`src/rtl/dense_argmax.sv`:
```
// Streaming argmax over CLASS_COUNT signed scores; reports index/value of the largest.
// Optional DENSE_ARGMAX_MARGIN_EN builds a second-best tracker and drives margin.
module dense_argmax #(
  parameter int CLASS_COUNT = 10,
  parameter int DATA_SIZE   = 16
) (
  input  logic                           clk,
  input  logic                           rst,
  input  logic                           clear,
  input  logic                           valid,
  input  logic [DATA_SIZE-1:0]           dataIn,
  output logic                           ready,
  output logic                           busy,
  output logic                           done,
  output logic                           resultValid,
  output logic [$clog2(CLASS_COUNT)-1:0] classIdx,
  output logic [DATA_SIZE-1:0]           maxValue,
  output logic [DATA_SIZE:0]             margin
);

  localparam int IDX_W = $clog2(CLASS_COUNT);
  localparam logic [IDX_W-1:0] LAST_IDX = IDX_W'(CLASS_COUNT - 1);

  typedef enum logic [1:0] {IDLE, COLLECT, DONE} state_t;

  state_t                       state, stateNext;
  logic   [IDX_W-1:0]           counter, counterNext;
  logic   [IDX_W-1:0]           bestIdx, bestIdxNext;
  logic signed [DATA_SIZE-1:0]  best, bestNext;
  logic                         accept, firstBeat, lastBeat, isGreater;

  assign ready     = (state != DONE);
  assign busy      = (state != IDLE);
  assign done      = (state == DONE) && !clear;
  assign accept    = valid && ready;
  assign isGreater = $signed(dataIn) > best;
  assign firstBeat = (state == IDLE) && accept && !clear;
  assign lastBeat  = (state == COLLECT) && accept && !clear && (counter == LAST_IDX);

  always_comb begin
    stateNext   = state;
    counterNext = counter;
    bestNext    = best;
    bestIdxNext = bestIdx;
    case (state)
      IDLE: begin
        if (accept) begin
          bestNext    = $signed(dataIn);
          bestIdxNext = '0;
          counterNext = IDX_W'(1);
          stateNext   = COLLECT;
        end
      end
      COLLECT: begin
        if (accept) begin
          // strict compare keeps the lowest index on ties
          if (isGreater) begin
            bestNext    = $signed(dataIn);
            bestIdxNext = counter;
          end
          counterNext = counter + IDX_W'(1);
          if (counter == LAST_IDX) stateNext = DONE;
        end
      end
      DONE: begin
        counterNext = '0;
        stateNext   = IDLE;
      end
      default: begin
        counterNext = '0;
        stateNext   = IDLE;
      end
    endcase
    if (clear) begin
      stateNext   = IDLE;
      counterNext = '0;
    end
  end

  always_ff @(posedge clk or negedge rst) begin
    if (!rst) begin
      state   <= IDLE;
      counter <= '0;
      best    <= '0;
      bestIdx <= '0;
    end else begin
      state   <= stateNext;
      counter <= counterNext;
      best    <= bestNext;
      bestIdx <= bestIdxNext;
    end
  end

  // Result is captured from the next-state values on the last accept so it is
  // already visible in the DONE cycle alongside the done pulse.
  always_ff @(posedge clk or negedge rst) begin
    if (!rst) begin
      resultValid <= 1'b0;
      classIdx    <= '0;
      maxValue    <= '0;
    end else if (clear) begin
      resultValid <= 1'b0;
      classIdx    <= '0;
      maxValue    <= '0;
    end else if (firstBeat) begin
      resultValid <= 1'b0;
    end else if (lastBeat) begin
      resultValid <= 1'b1;
      classIdx    <= bestIdxNext;
      maxValue    <= bestNext;
    end
  end

`ifdef DENSE_ARGMAX_MARGIN_EN
  localparam logic signed [DATA_SIZE-1:0] MOST_NEG = {1'b1, {(DATA_SIZE-1){1'b0}}};

  logic signed [DATA_SIZE-1:0] second, secondNext;
  logic        [DATA_SIZE:0]   marginNext;

  always_comb begin
    secondNext = second;
    if (state == IDLE && accept) begin
      secondNext = MOST_NEG;
    end else if (state == COLLECT && accept) begin
      if (isGreater) secondNext = best;
      else if ($signed(dataIn) > second) secondNext = $signed(dataIn);
    end
    marginNext = {bestNext[DATA_SIZE-1], bestNext} - {secondNext[DATA_SIZE-1], secondNext};
  end

  always_ff @(posedge clk or negedge rst) begin
    if (!rst) begin
      second <= '0;
      margin <= '0;
    end else begin
      second <= secondNext;
      if (clear) margin <= '0;
      else if (lastBeat) margin <= marginNext;
    end
  end
`else
  assign margin = '0;
`endif

endmodule

```
`config.mk`:
```
export PLATFORM = sky130hd
export DESIGN_NAME = dense_argmax
export DESIGN_NICKNAME = d
export VERILOG_FILES = /design/src/rtl/dense_argmax.sv
export SDC_FILE = /design/constraint.sdc
export NUM_CORES = 1
export LEC_CHECK = 0
export ABC_AREA = 1
export CORE_MARGIN = 4
export CORE_UTILIZATION = 52
export DETAILED_ROUTE_END_ITERATION = 16
export PLACE_DENSITY = 0.81
export RECOVER_POWER = 25
export REMOVE_ABC_BUFFERS = 1
export SLEW_MARGIN = 20
export SYNTH_ARGS = -nofsm -noshare
export SYNTH_HDL_FRONTEND = slang
export SYNTH_SLANG_ARGS = --single-unit
```
`constraint.sdc`:
```
create_clock -name clk -period 2.5 [get_ports clk]
set_input_delay 0.25 -clock clk [delete_from_list [all_inputs] [get_ports clk]]
set_output_delay 0.25 -clock clk [all_outputs]
set_load 0.01 [all_outputs]
```
### Word-level counts from Yosys, hierarchy flattened

Index checks and enable logic that the tools add are counted.

| cells by class | value |
|---|---|
| equality and inequality tests | 8 |
| magnitude comparators | 1 |
| add/subtract/negate cells | 1 |
| multiplexer cells | 26 |
| reduce and logical (&&, ||, !) cells | 15 |

Operator list:

| cell | number |
|---|---|
| $mux W16 | 6 |
| $mux W4 | 9 |
| $pmux W16 S2 | 1 |
| $gt A16 B16 Y1 | 1 |
| $pmux W4 S2 | 2 |
| $mux W2 | 4 |
| $logic_and A1 B1 Y1 | 7 |
| $ne A3 B3 Y1 const B | 2 |
| $add A4 B1 Y4 const B | 1 |
| $eq A4 B4 Y1 const B | 1 |
| $ne A2 B2 Y1 const B | 2 |
| $pmux W2 S2 | 1 |
| $reduce_and A2 Y1 | 2 |
| $reduce_bool A2 Y1 | 2 |
| $mux W1 | 3 |
| $ne A3 B2 Y1 const B | 1 |
| $reduce_and A3 Y1 | 1 |
| $reduce_bool A3 Y1 | 1 |
| $eq A2 B1 Y1 const B | 1 |
| $eq A2 B2 Y1 const B | 1 |
| $logic_not A2 Y1 | 1 |
| $logic_not A1 Y1 | 1 |

| storage, ports and cells | value |
|---|---|
| output and inout bits | 41 |
| register bits | 47 |
| word-level logic and storage cells | 58 |
| bits of input ports | 20 |

### Logic depth before layout (Yosys ltp)

| depth | value |
|---|---|
| depth in word-level cells | 8 |
| mapped depth | 19 |
| mapped depth without buffers | 18 |

### Least setup slack after synthesis

OpenSTA, ideal clock, no wires.

| path | value |
|---|---|
| path type | reg-to-reg |
| from | register best[15] |
| to | register maxValue[10] |
| library setup time | 0.117 ns |
| arrival | 1.858 ns |
| setup slack | 0.525 ns |
| required time | 2.383 ns |
| period minus slack after synthesis | 1.975 ns |
| path buffers | 1 |
| cell stages (with the launch flop) | 14 |
| cells stage by stage | dfrtp_1 > inv_1 > ha_1 > a21oi_1 > o21ai_1 > a21oi_1 > nand2_1 > nand2_2 > nand3_4 > buf_4 > nor2_1 > o21bai_2 > nand2_1 > nand2_1 |

| between the ends | value |
|---|---|
| word-level cells in the longest chain between the ends | 7 |

RTL lines:

| element | line | source |
|---|---|---|
| start: declaration | 29 | `logic signed [DATA_SIZE-1:0] best, bestNext;` |
| start signal: assignment | 89 | `best <= bestNext;` |
| $gt A16 B16 Y1 | 36 | `assign isGreater = $signed(dataIn) > best;` |
| $mux W16 | 57 | `if (isGreater) begin` |
| $mux W16 | 55 | `if (accept) begin` |
| $pmux W16 S2 | 45 | `case (state)` |
| net bestNext[10] | 29 |  |
| $mux W16 | 107 | `end else if (lastBeat) begin` |
| $mux W16 | 105 | `end else if (firstBeat) begin` |
| $mux W16 | 101 | `end else if (clear) begin` |
| end signal: assignment | 110 | `maxValue <= bestNext;` |
| end: declaration | 17 | `output logic [DATA_SIZE-1:0] maxValue,` |

The timed path passes the listed nets, and every way through them passes these cells. The select of a mux whose other input is x is not followed.
A chain may end at the register's enable or synchronous reset.

### Worst setup path in the final report

| path | value |
|---|---|
| from | input port dataIn[11] |
| to | register maxValue[7] |

| between the ends | value |
|---|---|
| word-level cells in the longest chain between the ends | 7 |

RTL lines:

| element | line | source |
|---|---|---|
| start: declaration | 11 | `input logic [DATA_SIZE-1:0] dataIn,` |
| $gt A16 B16 Y1 | 36 |  |
| $mux W16 | 57 |  |
| $mux W16 | 55 |  |
| $pmux W16 S2 | 45 |  |
| net bestNext[7] | 29 |  |
| $mux W16 | 107 |  |
| $mux W16 | 105 |  |
| $mux W16 | 101 |  |

The timed path passes the listed nets, and every way through them passes these cells. The select of a mux whose other input is x is not followed.

==> results.py <==
metrics = {
    "worst_setup_path": {
        "crit_path_frequent_cell": "nand2_1",
        "cp-end-kind": "register",
        "critPathMaxStageDelay_ps": 470,
        "cp.required_ps": 2730,
        "cp.depth": 14,
        "crit_family": "simple AND/OR/NAND/NOR gates",
        "r2r_cells": 16,
        "path_buf_inv": 2,
        "start_kind": "input pin",
        "worstPathCellList": "clkdlybuf4s50_1 > ha_1 > a21oi_1 > nand2_1 > a21oi_1 > nand2_1 > nand2_2 > nand3_4 > buf_12 > nand2_1 > nand2_1 > o21bai_2 > nand2_1 > nand2_1",
        "cp_max_fo": 14,
        "path_class": "in2reg",
        "worst_ep_arrival_time_ps": 2440,
        "cp_slowest_cell": "clkdlybuf4s50_1",
    },
    "global_route": {
        "grt_max_degree": 48,
        "grt_pass1_wl_um": 11900,
        "antenna_found_initial": 0,
        "first_global_vias": 2656,
        "grt.total_usage_pct": 20.5,
        "overflow": 0,
    },
    "synthesis": {
        "yosys-top-cells-count": "nand2_1 (136), dfrtp_1 (47), nor2_1 (46)",
        "synth_top_area_cell": "dfrtp_1",
        "synth_edf_count": 0,
        "synthSimpleGateAreaFrac_pct": 27.8,
        "synthCells": 409,
        "yosys-top-cells-area": "dfrtp_1 (39%), nand2_1 (17%), ha_1 (7.5%), nor2_1 (5.7%), o21ai_0 (5.5%)",
        "synth.avg_cell_area_um2": 7.36,
        "yosysMostFrequentCell": "nand2_1",
        "yosysWarnings": 0,
        "synth.mux.area_fraction_pct": 0,
        "async_reset_ff_share_pct": 100,
        "synth.distinct_cells": 25,
        "synth-adder-area-share_pct": 7.48,
        "yosysTopAreaCellShare_pct": 39.1,
        "synth_compound_area_share_pct": 14.0,
        "synth_top_family_by_area": "simple AND/OR/NAND/NOR gates",
        "ys.flop_type": "dfrtp_1",
        "synth-seq-cells": 47,
        "synth_xor_area_share_pct": 0,
        "synthesis.area_mm2": 0.00301,
        "seq_area_frac_synth_pct": 39.1,
    },
    "die": {
        "die_h_um": 84.1,
        "top_level_ports": 61,
        "start_util_pct": 54.0,
        "rows": 27,
        "core_area_mm2": 0.00557,
        "die_w_um": 84.1,
        "die_area_mm2": 0.00707,
    },
    "final_layout": {
        "antenna_cells": 0,
        "fin_area_mm2": 0.00361,
        "seq_area_mm2": 0.00118,
        "multi_input_area_mm2": 0.00155,
        "num-fill-cells": 483,
        "drive_gt1_share_pct": 9.15,
        "syn2layout_area_growth_pct": 19.8,
        "nets": 496,
        "fin_util_pct": 64.7,
        "stdcell_count": 531,
    },
    "clock_tree": {
        "cts_max_path_buffers": 2,
        "htreeDepth": 2,
        "cts_tree": "yes",
        "worstSkewPairLatency_ps": 300,
        "cts_hold_buf": 0,
        "clock-sinks": 47,
        "root_buffer": "clkbuf_8",
        "cts_setup_buffers": 0,
        "clk_pin_slew_ps": 90,
        "cts_buffers": 5,
        "cts-resized-gates": 0,
    },
    "timing": {
        "worst_slew_pin_slew_ps": 1170,
        "fin_crit_ps": 2200,
        "max_slew_margin_pct": 21.9,
        "finalHoldViolCount": 0,
        "skew_ps": 13.2,
        "fin_ws_ps": 299,
        "slew_viol_final": 0,
        "timing.fmax_mhz": 454,
        "rsz0062_at_grt": "false",
        "finalSetupViolCount": 0,
        "period_share_pct": 88.0,
    },
    "route": {
        "drt_iter0_drc": 98,
        "drc": 0,
        "routed_wl_um": 6870,
        "viasPerCell": 5.09,
        "vias": 2702,
        "routedWlPerCell_um": 12.9,
        "first_pass_iters": 4,
        "antenna_left": 0,
    },
    "min_path": {
        "min_path_type": "in2async",
    },
    "place": {
        "dp_cells": 523,
        "place_congestion": 0.819,
        "place_hpwl_um": 4950,
        "io_buffers": 43,
        "post_dp_cell_area_mm2": 0.00352,
        "dp_slack_ps": -4.25,
    },
    "pwr": {
        "vdd_ir_drop_max_mv": 0.300,
        "leakage_uw": 0.00185,
        "finalPower_uw": 1940,
        "powerDensity_mw_per_mm2": 538,
    },
    "run": {
        "drv_cap": 0,
    },
    "outcome": {
        "status": "finished clean",
    },
}
[through the flow]
stage | TNS (ps) | hold slack, ps
floorplan | 0 | -45.6
global placement | 0 | 374
detailed placement | -7.73 | 381
CTS | 0 | 46.7
global route | 0 | 356
finish | 0 | 252
[sequential cells by signal, indices dropped and copies added (netlist names)]
register     count
state            2
resultValid      1
classIdx         4
bestIdx          4
counter          4
best            16
maxValue        16
[logic make-up after synthesis]
group	count (synthesis)
AND/OR/NAND/NOR	207
buffers and inverters	70
AO/OA/AOI/OAI	66
flip-flops	47
adder cells (fa/ha/maj)	18
other	1
[worst reg2reg max path, delay by kind of cell (launching register included)]
family	cells	cell delay, ps
flops	1	390
compound gates	2	290
buf+inv	2	270
fa+ha+maj	1	280
simple gates	11	870
[layer usage]
metal	routed length, um	vias up	global-route usage, %
li1	-	1357	-
met1	3110	1278	25.8
met2	3450	57	35.7
met3	241	10	3.75
met4	64	0	5.85
met5	0	-	0
[layout by cell type, fill, tap and decap left out, drive strengths merged]
cell / Yosys / routed
nor3: 4 / 4
nand2: 137 / 137
a21o: 1 / 1
conb: 1 / 17
clkbuf: 11 / 7
a21oi: 12 / 12
o21ai: 38 / 38
nand4: 7 / 7
o21bai: 14 / 14
inv: 36 / 36
nor2: 47 / 47
o22ai: 1 / 1
dfrtp: 47 / 47
clkinv: 2 / 4
clkdlybuf4s50: 0 / 42
ha: 18 / 18
buf: 21 / 15
nand3: 12 / 12
[report_power, final]
part           switching, uW  internal (uW)  leakage [uW]
registers               42.3            821      0.000616
clock network            266            201     0.0000454
logic                    357            252       0.00119
total                    665           1270       0.00185
[cell type report]
| class | count | share of cell area, % |
|---|---|---|
| clock inverters | 2 | 0.486 |
| well taps | 72 | 2.50 |
| repair buffers | 58 | 15.5 |
| multi-input cells | 308 | 42.9 |
| clock buffers | 6 | 2.01 |
| flip-flops and latches | 47 | 32.6 |
| inverters | 38 | 3.95 |
[path summary, 6_finish.rpt]
check / start / end / slack [ps]
max reg2reg: best[5] / maxValue[7] / 320
min reg2reg: maxValue[3] / maxValue[3] / 480
min in group clk: maxValue[3] / maxValue[3] / 480
min: rst / classIdx[0] / 250
max: dataIn[11] / maxValue[7] / 300
max in group asynchronous: rst / maxValue[1] / 1530
Note: power is estimated with default switching activity, not from simulation.
